### src/rtl/spatz_cache_bank_adapter.sv
// Cache-side bank front-end of the hybrid cache/SPM SRAM wrapper.
// Queues requests, filters SPM-region hits, returns reads in order.
module spatz_cache_bank_adapter #(
    parameter int DataWidth             = 32,
    parameter int BeWidth               = 4,
    parameter int BankAddrWidth         = 10,
    parameter int IdWidth               = 4,
    parameter int MemoryResponseLatency = 1,
    parameter int RespDepth             = 4
) (
    input  logic                     clk_i,
    input  logic                     rst_i,
    input  logic [BankAddrWidth-1:0] spm_size_i,
    input  logic                     req_valid_i,
    output logic                     req_ready_o,
    input  logic                     req_we_i,
    input  logic [BankAddrWidth-1:0] req_addr_i,
    input  logic [DataWidth-1:0]     req_wdata_i,
    input  logic [BeWidth-1:0]       req_be_i,
    input  logic [IdWidth-1:0]       req_id_i,
    output logic                     bank_req_o,
    output logic                     bank_we_o,
    output logic [BankAddrWidth-1:0] bank_addr_o,
    output logic [DataWidth-1:0]     bank_wdata_o,
    output logic [BeWidth-1:0]       bank_be_o,
    input  logic                     bank_ready_i,
    input  logic [DataWidth-1:0]     bank_rdata_i,
    output logic                     rsp_valid_o,
    input  logic                     rsp_ready_i,
    output logic [DataWidth-1:0]     rsp_data_o,
    output logic [IdWidth-1:0]       rsp_id_o,
    output logic                     rsp_err_o,
    output logic                     illegal_wr_o
);
    localparam int Lat  = MemoryResponseLatency;
    localparam int PtrW = (RespDepth > 1) ? $clog2(RespDepth) : 1;
    localparam int CntW = $clog2(RespDepth + 1);
    localparam logic [CntW-1:0] CntMax = CntW'(RespDepth);

    logic                     q_we    [2];
    logic [BankAddrWidth-1:0] q_addr  [2];
    logic [DataWidth-1:0]     q_wdata [2];
    logic [BeWidth-1:0]       q_be    [2];
    logic [IdWidth-1:0]       q_id    [2];
    logic [1:0]               q_cnt;
    logic                     q_wp, q_rp;
    logic                     q_push, q_pop;

    logic head_v, head_ill, credit_ok, iss_rd;

    logic               pipe_v   [Lat];
    logic [IdWidth-1:0] pipe_id  [Lat];
    logic               pipe_err [Lat];

    logic [DataWidth-1:0] f_data [RespDepth];
    logic [IdWidth-1:0]   f_id   [RespDepth];
    logic                 f_err  [RespDepth];
    logic [PtrW-1:0]      f_wp, f_rp;
    logic [CntW-1:0]      f_cnt, credit_cnt;
    logic                 f_push, f_pop;

    function automatic logic [PtrW-1:0] ptr_inc(input logic [PtrW-1:0] p);
        return (p == PtrW'(RespDepth - 1)) ? '0 : p + PtrW'(1);
    endfunction

    assign req_ready_o = (q_cnt != 2'd2);
    assign q_push      = req_valid_i && req_ready_o;
    assign head_v      = (q_cnt != 2'd0);
    assign head_ill    = (q_addr[q_rp] < spm_size_i);
    assign credit_ok   = (credit_cnt < CntMax);

    assign bank_we_o    = head_v && q_we[q_rp];
    assign bank_addr_o  = head_v ? q_addr[q_rp]  : '0;
    assign bank_wdata_o = head_v ? q_wdata[q_rp] : '0;
    assign bank_be_o    = head_v ? q_be[q_rp]    : '0;

    // Head issue decision: bank request, queue pop, read credit use.
    always_comb begin
        bank_req_o   = 1'b0;
        q_pop        = 1'b0;
        iss_rd       = 1'b0;
        illegal_wr_o = 1'b0;
        if (head_v) begin
            if (head_ill && q_we[q_rp]) begin
                q_pop        = 1'b1;
                illegal_wr_o = 1'b1;
            end else if (head_ill) begin
                q_pop  = credit_ok;
                iss_rd = credit_ok;
            end else if (q_we[q_rp]) begin
                bank_req_o = 1'b1;
                q_pop      = bank_ready_i;
            end else begin
                bank_req_o = credit_ok;
                q_pop      = credit_ok && bank_ready_i;
                iss_rd     = credit_ok && bank_ready_i;
            end
        end
    end

    // Request queue pointers and occupancy.
    always_ff @(posedge clk_i) begin
        if (rst_i) begin
            q_cnt <= 2'd0;
            q_wp  <= 1'b0;
            q_rp  <= 1'b0;
        end else begin
            if (q_push) q_wp <= ~q_wp;
            if (q_pop)  q_rp <= ~q_rp;
            q_cnt <= q_cnt + {1'b0, q_push} - {1'b0, q_pop};
        end
    end

    // Request queue storage, written on accept.
    always_ff @(posedge clk_i) begin
        if (q_push) begin
            q_we[q_wp]    <= req_we_i;
            q_addr[q_wp]  <= req_addr_i;
            q_wdata[q_wp] <= req_wdata_i;
            q_be[q_wp]    <= req_be_i;
            q_id[q_wp]    <= req_id_i;
        end
    end

    // Read latency pipeline valid bits; cleared so stale returns are dropped.
    always_ff @(posedge clk_i) begin
        if (rst_i) begin
            for (int i = 0; i < Lat; i++) pipe_v[i] <= 1'b0;
        end else begin
            pipe_v[0] <= iss_rd;
            for (int i = 1; i < Lat; i++) pipe_v[i] <= pipe_v[i-1];
        end
    end

    // Read latency pipeline tag and error payload.
    always_ff @(posedge clk_i) begin
        pipe_id[0]  <= q_id[q_rp];
        pipe_err[0] <= head_ill;
        for (int i = 1; i < Lat; i++) begin
            pipe_id[i]  <= pipe_id[i-1];
            pipe_err[i] <= pipe_err[i-1];
        end
    end

    assign f_push      = pipe_v[Lat-1];
    assign rsp_valid_o = (f_cnt != '0);
    assign f_pop       = rsp_valid_o && rsp_ready_i;
    assign rsp_data_o  = rsp_valid_o ? f_data[f_rp] : '0;
    assign rsp_id_o    = rsp_valid_o ? f_id[f_rp]   : '0;
    assign rsp_err_o   = rsp_valid_o && f_err[f_rp];

    // Response FIFO pointers, occupancy and outstanding-read credits.
    always_ff @(posedge clk_i) begin
        if (rst_i) begin
            f_wp       <= '0;
            f_rp       <= '0;
            f_cnt      <= '0;
            credit_cnt <= '0;
        end else begin
            if (f_push) f_wp <= ptr_inc(f_wp);
            if (f_pop)  f_rp <= ptr_inc(f_rp);
            f_cnt      <= f_cnt + CntW'(f_push) - CntW'(f_pop);
            credit_cnt <= credit_cnt + CntW'(iss_rd) - CntW'(f_pop);
        end
    end

    // Response FIFO storage; SPM-region reads return zero data.
    always_ff @(posedge clk_i) begin
        if (f_push) begin
            f_data[f_wp] <= pipe_err[Lat-1] ? '0 : bank_rdata_i;
            f_id[f_wp]   <= pipe_id[Lat-1];
            f_err[f_wp]  <= pipe_err[Lat-1];
        end
    end

endmodule

### config.mk
export PLATFORM = sky130hd
export DESIGN_NAME = spatz_cache_bank_adapter
export DESIGN_NICKNAME = d
export VERILOG_FILES = /design/src/rtl/spatz_cache_bank_adapter.sv
export SDC_FILE = /design/constraint.sdc
export NUM_CORES = 1
export LEC_CHECK = 0
export ABC_CLOCK_PERIOD_IN_PS = 4870
export CAP_MARGIN = 20
export CORE_MARGIN = 2
export CORE_UTILIZATION = 50
export CTS_CLUSTER_SIZE = 25
export DETAILED_ROUTE_END_ITERATION = 8
export PLACE_DENSITY = 0.72
export SLEW_MARGIN = 20
export SYNTH_ARGS = -nofsm -noshare
export SYNTH_HDL_FRONTEND = slang
export SYNTH_SLANG_ARGS = --single-unit
### constraint.sdc
create_clock -name clk_i -period 4.87 [get_ports clk_i]
set_input_delay 0.974 -clock clk_i [delete_from_list [all_inputs] [get_ports clk_i]]
set_output_delay 0.974 -clock clk_i [all_outputs]
set_load 0.05 [all_outputs]
==> key figures <==
Detailed routing
  • 1st-iter DRT viols: 302
  • 1st-pass router iterations: 4
  • DRC: 0
  • Vias: 5,858
  • Via density: 5.301
  • Final WL: 21,210 µm
  • WL/cell: 19.19 µm
  • Final antenna-violating net count: 0

Timing
  • F_max: 0.2282 GHz
  • Worst hold slack: 0.4633 ns
  • Max-slew violation count: 0
  • Setup tns final: 0 ns
  • Layout Skew: 0.02046 ns
  • Tcrit/Tclk final: 89.99%
  • Min Tclk post-route: 4.382 ns
  • Final setup fails: 0
  • RSZ-0062 raised after global routing: no
  • Max-slew headroom: 29.99%
  • Worst-margin pin slew: 1.050 ns
  • Hold Violations, Final: 0

Global route
  • Total GRT Usage: 18.67%
  • Number of global-route vias before repair: 6,132
  • Initial antenna violation count: 0
  • Total global routing overflow: 0
  • Pin count of the biggest net entering global routing: 51
  • First-pass GRT wire length: 32,510 µm

Clocking
  • Clock Path Buffers: 3
  • CTS tree: built
  • Resized Gates After CTS: 0
  • Clk_lat worst skew: 0.53 ns
  • Cts bufs inserted: 27
  • Clock root buffer: clkbuf_16
  • H-tree depth: 1
  • Sink Count: 273
  • Hold Buf Count CTS: 0
  • Clk slew on worst S/H paths: 0.06 ns
  • Post-CTS setup buffers: 0

Synth
  • Synth top area share: 69.32%
  • Syn_nets: 734
  • Yosys cell types: 31
  • Number of synthesized flops with an enable pin: 250
  • Mapped Area: 10,830 µm²
  • Ys async rst share: 0%
  • Synthesis-stage register bit count: 273
  • Sequential-to-total area share from yosys stat: 73.57%
  • Most used DFF post-synth: edfxtp_1
  • Area leader, netlist: edfxtp_1
  • Synthesis Warnings: 0
  • Syn_area_per_cell: 17.64 µm²
  • Ranking of synthesized cells by area: edfxtp_1 69%, mux4_2 7.7%, dfxtp_1 4.3%, mux2i_1 3.6%, nor2b_1 2.7%
  • Synth Instances: 614

Worst setup path
  • Largest delay share family, worst path: buffers and inverters
  • Crit path required time: 3.90 ns
  • Setup CP Type: reg -> out
  • Critical Path Fanout Max: 24
  • Worst path max stage delay: 0.57 ns
  • CP Capture Type: output pin
  • Arrival time at the worst endpoint: 3.41 ns
  • Worst path slowest cell: dfxtp_2
  • Worst path cell trace: buf_4, mux2_2, ha_1, nand2_1, nor2_1, a211oi_1, o21ai_1, nor3_1, buf_4
  • Buf+Inv Stages, Crit Path: 2
  • Setup crit start kind: flop
  • Cell mode on critical path: buf_4

Floorplanning
  • Core area: 21,150 µm²
  • Die Width: 151.2 µm
  • Die area: 22,850 µm²
  • Row cnt: 53
  • Die Y: 151.2 µm
  • Starting density of the core: 51.20%
  • I/O Pins: 186

Finish
  • Share of layout cells above drive strength 1: 12.89%
  • Area growth syn-to-layout: 28.21%
  • Most frequent cells in the layout: 250 x edfxtp_1, 183 x clkdlybuf4s50_1, 51 x nor2_1, 46 x nor2b_1, 39 x mux2i_1
  • Final Util: 65.64%
  • Final nets: 929
  • Antenna cells: 0
  • Commonest non-fill, non-tap cell in the layout: edfxtp_1

Placement
  • Final HPWL DP: 13,250 µm
  • Port-buffer cells: 185
  • GP Congestion: 0.8224

Pwr
  • LEAKAGE: 4.711 nW
  • P per Cell Area: 613.3 nW/µm²
  • Final Power: 8.516 mW
  • Worst VDD drop: 0.5013 mV

Hold path
  • Worst hold path class: reg -> reg

Flow run
  • Max Cap Viol: 0

Run status
  • Status: finished, final reports clean
## routing by layer
layer  up-vias  track usage [%]  wire length, µm  part of all wire, %
li1       2680                -                -                    -
met5         -                0                0                    0
met4         0            5.000              363                  1.7
met1      2916            24.53             8822                   42
met3        37            4.307             1590                  7.5
met2       225            31.68            10430                   49
## sequential cells by signal (all words and copies together), names as in the netlist, 3 cells and up, named ones only
name        flops
q_be            8
credit_cnt      3
pipe_id         4
f_data        128
f_id           16
q_addr         20
f_cnt           3
q_id            8
f_err           4
q_wdata        64
## layout make-up
cell class	instances	area, µm²
Sequential cell	273	7971
Fill cell	1458	7268
Multi-Input combinational cell	291	2678
Timing Repair Buffer	193	1919
Clock buffer	40	764.5
Tap cell	275	344.1
Clock inverter	10	122.6
Inverter	23	86.33
## per-stage QoR
| stage | area [µm²] | setup slack (ns) | std cells |
|---|---|---|---|
| after global placement | 12980 | 0.9488 | 1054 |
| after CTS | 13870 | 0.4155 | 1104 |
| final | 13890 | 0.4875 | 1105 |
| after floorplan | 10830 | 0.9652 | 614 |
| after global routing | 13890 | 0.2017 | 1105 |
| after detailed placement | 12980 | 0.8748 | 1054 |
## synth_stat cells, types with 3 or more instances
cell and number:
nor2_1 53, mux2_2 13, xor2_1 3, edfxtp_1 250, and2_1 42, nor2b_1 46
nand2_1 7, buf_2 8, dfxtp_1 23, a21oi_1 8, ha_1 20, clkbuf_1 16
xnor2_1 4, inv_1 23, mux2i_1 39, mux4_2 37, nor3_1 3
## kinds of logic (layout without fill, tap and decap cells)
group / after synthesis / count (layout) / share of synthesized area (%)
buffers and inverters: 50 / 266 / 1.906
muxes: 91 / 91 / 12.86
AOI/OAI and AO/OA: 16 / 16 / 0.8895
and+or+nand+nor: 155 / 155 / 7.533
xor gates and xnor gates: 7 / 7 / 0.5661
DFF: 273 / 273 / 73.57
adders and majority gates: 22 / 22 / 2.680
## path summary, 6_finish.rpt
path | start | end | slack (ns) | cells after the start
setup / recovery | flop | illegal_wr_o | 0.49 | 9
hold / removal | q_id[0][0] | pipe_id[0][0] | 0.46 | 1
setup reg to reg | flop | credit_cnt[1] | 1.32 | 11
hold reg to reg | q_id[0][0] | pipe_id[0][0] | 0.46 | 1
## power breakdown
part	leakage (nW)	switching (mW)	internal, mW
clock	0.431	0.807	1.24
combinational	1.78	2.22	1.21
sequential	2.50	0.121	2.91
Note: power is estimated with default switching activity, not from simulation.
